===== src/rtl/route_pkg.sv =====
// Shared definitions for the router input stage.
package route_pkg;

  // Width of the saturating drop counter.
  localparam int DROP_W = 8;

  // Select width for n outputs; a single output still needs one select bit.
  function automatic int sel_width(input int n);
    int w;
    w = $clog2(n);
    return (w < 1) ? 1 : w;
  endfunction

endpackage


===== src/rtl/route_fifo.sv =====
// Small circular FIFO: storage array, head/tail pointers and occupancy count.
// The caller guarantees enq_en only when !full and deq_en only when !empty.
module route_fifo #(
  parameter int p_nbits = 32,
  parameter int p_depth = 2
) (
  input  logic               clk,
  input  logic               reset,
  input  logic               enq_en,
  input  logic [p_nbits-1:0] enq_msg,
  input  logic               deq_en,
  output logic [p_nbits-1:0] head_msg,
  output logic               empty,
  output logic               full
);

  localparam int PTR_W = (p_depth > 1) ? $clog2(p_depth) : 1;
  localparam int CNT_W = $clog2(p_depth + 1);
  localparam logic [PTR_W-1:0] LAST  = PTR_W'(p_depth - 1);
  localparam logic [CNT_W-1:0] DEPTH = CNT_W'(p_depth);

  logic [p_nbits-1:0] entry_q [p_depth];
  logic [PTR_W-1:0]   head_q, head_d;
  logic [PTR_W-1:0]   tail_q, tail_d;
  logic [CNT_W-1:0]   count_q, count_d;

  // Next-state for pointers (wrapping at the last entry) and the count.
  always_comb begin
    head_d  = head_q;
    tail_d  = tail_q;
    count_d = count_q;
    if (deq_en) head_d = (head_q == LAST) ? '0 : head_q + 1'b1;
    if (enq_en) tail_d = (tail_q == LAST) ? '0 : tail_q + 1'b1;
    case ({enq_en, deq_en})
      2'b10:   count_d = count_q + 1'b1;
      2'b01:   count_d = count_q - 1'b1;
      default: count_d = count_q;
    endcase
  end

  // Pointer and count registers; reset empties the queue.
  always_ff @(posedge clk) begin
    if (reset) begin
      head_q  <= '0;
      tail_q  <= '0;
      count_q <= '0;
    end else begin
      head_q  <= head_d;
      tail_q  <= tail_d;
      count_q <= count_d;
    end
  end

  // Packet storage; contents need no reset because the count guards reads.
  always_ff @(posedge clk) begin
    if (enq_en) entry_q[tail_q] <= enq_msg;
  end

  assign head_msg = entry_q[head_q];
  assign empty    = (count_q == '0);
  assign full     = (count_q == DEPTH);

endmodule


===== src/rtl/route_input_queue.sv =====
// Router input port: buffers packets, presents the head with its destination
// select to the output demux, and drops packets aimed at nonexistent outputs.
module route_input_queue
  import route_pkg::*;
#(
  parameter int p_nbits    = 32,
  parameter int p_noutputs = 4,
  parameter int p_depth    = 2
) (
  input  logic                                clk,
  input  logic                                reset,
  input  logic [p_nbits-1:0]                  recv_msg,
  input  logic                                recv_val,
  output logic                                recv_rdy,
  output logic [p_nbits-1:0]                  send_msg,
  output logic [route_pkg::sel_width(p_noutputs)-1:0] send_sel,
  output logic                                send_val,
  input  logic [p_noutputs-1:0]               send_rdy,
  output logic [DROP_W-1:0]                   drop_count
);

  localparam int SELW = sel_width(p_noutputs);
  localparam int RDYW = 1 << SELW;
  localparam logic [SELW:0] NOUT = (SELW + 1)'(p_noutputs);

  logic [p_nbits-1:0] head_msg;
  logic               empty, full;
  logic               enq_en, deq_en;
  logic               head_vld, legal;
  logic [SELW-1:0]    dest;
  logic [RDYW-1:0]    rdy_pad;
  logic [DROP_W-1:0]  drop_q, drop_d;

  route_fifo #(
    .p_nbits (p_nbits),
    .p_depth (p_depth)
  ) u_fifo (
    .clk      (clk),
    .reset    (reset),
    .enq_en   (enq_en),
    .enq_msg  (recv_msg),
    .deq_en   (deq_en),
    .head_msg (head_msg),
    .empty    (empty),
    .full     (full)
  );

  // Destination lives in the top bits; codes at or above the output count are illegal.
  assign dest  = head_msg[p_nbits-1 -: SELW];
  assign legal = ({1'b0, dest} < NOUT);

  // Pad ready to the full select range so an illegal code never indexes out of range.
  assign rdy_pad = RDYW'(send_rdy);

  // Nothing is offered or accepted while reset is asserted.
  assign head_vld = !reset && !empty;
  assign recv_rdy = !reset && !full;
  assign enq_en   = recv_val && recv_rdy;

  // Legal heads leave when their output is ready; illegal heads leave at once.
  assign deq_en   = head_vld && (!legal || rdy_pad[dest]);
  assign send_val = head_vld && legal;
  assign send_msg = head_vld ? head_msg : '0;
  assign send_sel = head_vld ? dest : '0;

  // Count each dropped head, holding at the maximum value.
  always_comb begin
    drop_d = drop_q;
    if (head_vld && !legal && (drop_q != '1)) drop_d = drop_q + 1'b1;
  end

  // Drop counter register.
  always_ff @(posedge clk) begin
    if (reset) drop_q <= '0;
    else       drop_q <= drop_d;
  end

  assign drop_count = drop_q;

endmodule


===== config.mk =====
export PLATFORM = sky130hd
export DESIGN_NAME = route_input_queue
export DESIGN_NICKNAME = d
export VERILOG_FILES = /design/src/rtl/route_pkg.sv /design/src/rtl/route_fifo.sv /design/src/rtl/route_input_queue.sv
export SDC_FILE = /design/constraint.sdc
export NUM_CORES = 1
export LEC_CHECK = 0
export CAP_MARGIN = 20
export CORE_UTILIZATION = 42
export DETAILED_ROUTE_END_ITERATION = 12
export GPL_TIMING_DRIVEN = 0
export PLACE_DENSITY = 0.75
export RECOVER_POWER = 25
export SYNTH_ARGS = -nofsm -noshare
export SYNTH_HDL_FRONTEND = slang
export SYNTH_SLANG_ARGS = --single-unit

===== constraint.sdc =====
create_clock -name clk -period 3 [get_ports clk]
set_clock_uncertainty 0.15 [all_clocks]
set_input_delay 0.9 -clock clk [delete_from_list [all_inputs] [get_ports clk]]
set_output_delay 0.9 -clock clk [all_outputs]
set_load 0.03 [all_outputs]

==> run metrics <==
Sequential Power Share 49.2%; worst-path fanout max 10; drt initial violations 68; Max-cap violations 0; Power Density 609 nW/um^2; period utilization 95.3%; wirelength, routed 5.03 mm; total power 2.28 mW; Yosys reg bits 69; # H-tree levels 3; vias in the first global route 1796; non-filler cells, final 359; Final Critical Period 2.86 ns; Sw Share 26.5%; IO Pins 83; Final Max Tran Viols 0; Routed Antenna Nets 0; clk sinks 69; Least-Margin Pin Slew 0.922 ns; TNS Setup 0 ns; FILL cells 551; Skew-Pair Late Insertion Delay 0.32 ns; layout cell share with drive strength beyond 1 27.0%; via/cell ratio 4.71; Clock transition at path regs 0.07 ns; GPL Wtd Cong 0.672; Worst Setup End Kind output port; Max Fclk 0.350 GHz; port bufs 74; row cnt 29; synth unique cells 29; Avg Cell Area, Syn 15.1 um^2; CTS tree built; pin count of the biggest net entering global routing 33; Top FF cell, synth edfxtp_1; synth warn 0; Clock power frac 30.6%; number of antenna violations at the first check in global routing 0; headroom to the max-slew limit 38.4%; DR pass1 iterations 4; DR DRC count 0; GR Util All Layers 15.6%; Inserted Diodes 0; worst min path class register to register; total gr overflow 0; via count 1690; detailed placer's ending HPWL 3.31 mm; startpoint types primary input; combinational power share 20.1%; Worst VDD drop 0.368 mV; count of final setup violators 0; Mapped Area 2790 um^2; Post-Syn Instances 185; Initial Util 43.7%; Post-synth EDFFs 64; die area 6980 um^2; Static Leak 1.41 nW; CP required 1.95 ns; WS Path Type primary input to output port; Nets 317; P_sw 0.604 mW; arrival time of the worst setup path 1.81 ns; CTS max path bufs 2; Async SR Flop Fraction 0%; area grow syn2layout 34.3%; per-cell routed wire length 14.0 um; die height 83.5 um; outcome finished, final reports clean; cts hold-fix bufs 0; CTS buffer count 9; CORE AREA 6390 um^2; Root Buffer Master clkbuf_8; global-route wire length before repair 8.22 mm; Placed Cells 343; Die X 83.5 um; Pint 1.68 mW; final count of hold timing violations 0; Seq/Total Area, Yosys 72.4%; RSZ-0062 raised after global routing no
-- critical path: stages --
cell,delay [ns]
buf_2,0.13
or2_4,0.28
clkbuf_8,0.18
nor2_1,0.14
buf_4,0.18
-- synth_stat cells, types with 2 or more instances --
| master | instances | area share [%] |
|---|---|---|
| a32oi_1 | 2 | 0.63 |
| clkbuf_1 | 4 | 0.54 |
| dfxtp_1 | 5 | 3.6 |
| buf_2 | 3 | 0.54 |
| inv_1 | 2 | 0.27 |
| nor2_1 | 37 | 5.0 |
| mux2_2 | 2 | 0.81 |
| mux2i_1 | 30 | 11 |
| nand2b_1 | 4 | 0.90 |
| buf_4 | 10 | 2.7 |
| edfxtp_1 | 64 | 69 |
| a21oi_1 | 4 | 0.72 |
| xor2_1 | 2 | 0.63 |
-- layer usage --
layer	vias up	wire length, um	track usage, %
li1	831	-	-
met3	6	272	3.46
met2	54	2650	28.0
met4	0	66	7.40
met1	799	2050	17.6
met5	-	0	0
-- kinds of logic after synthesis --
| group | count (synthesis) | share of synthesized area [%] |
|---|---|---|
| simple gates | 49 | 7.66 |
| xor+xnor | 3 | 0.941 |
| compound gates | 8 | 1.75 |
| flops | 69 | 72.4 |
| buf+inv | 21 | 4.57 |
| mux | 33 | 12.1 |
| other cells | 1 | 0.134 |
| fa+ha+maj | 1 | 0.448 |
-- path summary, 6_finish.rpt --
path	endpoint	slack, ns	cells past startpoint	from
max reg2reg	u_fifo.count_q[1]$_SDFFE_PP0P_	0.83	8	register
min reg2reg	u_fifo.count_q[1]$_SDFFE_PP0P_	0.37	2	u_fifo.count_q[1]$_SDFFE_PP0P_
max	send_msg[10]	0.14	5	reset
min	u_fifo.count_q[1]$_SDFFE_PP0P_	0.37	2	u_fifo.count_q[1]$_SDFFE_PP0P_
-- flip-flops by register name, summed over array words and instances, names as in the netlist, named ones only --
register and cells:
u_fifo.entry_q 64, u_fifo.tail_q 1, u_fifo.count_q 2, u_fifo.head_q 1
-- cells in the final DEF (no fill, tap or decap), types with 2 or more instances in the layout --
cell type,count
buf_2,21
edfxtp_1,64
nor2_1,36
dfxtp_1,5
buf_4,25
clkdlybuf4s50_1,14
clkbuf_1,2
clkinv_2,2
a32oi_1,2
conb_1,8
a21oi_1,4
clkinvlp_4,2
inv_1,2
nand2b_1,4
clkbuf_8,11
dlygate4sd2_1,2
clkbuf_4,3
mux2_2,2
mux2i_1,30
dlygate4sd3_1,23
xor2_1,2
-- power groups by stage --
stage | registers (mW) | clock network [mW] | logic [mW]
after floorplan | 1.14 | 0 | 0.305
after global placement | 1.14 | 0 | 0.482
after global routing | 1.13 | 0.758 | 0.497
final | 1.12 | 0.699 | 0.460
after CTS | 1.12 | 0.718 | 0.467
after detailed placement | 1.15 | 0 | 0.487
-- through the flow --
step	utilization, %	hold WS [ns]	area (um^2)	worst slack (ns)
finish	58.7	0.368	3750	0.142
global route	58.7	0.398	3750	0.0762
CTS	58.5	0.369	3740	-0.00184
detailed placement	57.4	0.356	3670	-1.10
global placement	57.4	0.333	3660	-1.06
floorplan	-	0.316	2830	-0.00880
-- cell type report --
type / instances / area, um^2 / area share [%]
plain buffers: 17 / 136 / 3.64
inverters: 3 / 15.0 / 0.400
repair buffers: 75 / 617 / 16.4
clock buffers: 11 / 131 / 3.50
multi-input cells: 102 / 682 / 18.2
well taps: 77 / 96.3 / 2.57
clock inverters: 5 / 51.3 / 1.37
flip-flops and latches: 69 / 2020 / 53.9
-- repair_timing --
item                                    4_1_cts  5_1_grt
cloned                                        0        0
pin swaps                                     0        1
endpoints found under the setup margin       36       26
resized for setup                           194        8
setup buffers                                 0        1
Note: power is estimated with default switching activity, not from simulation.
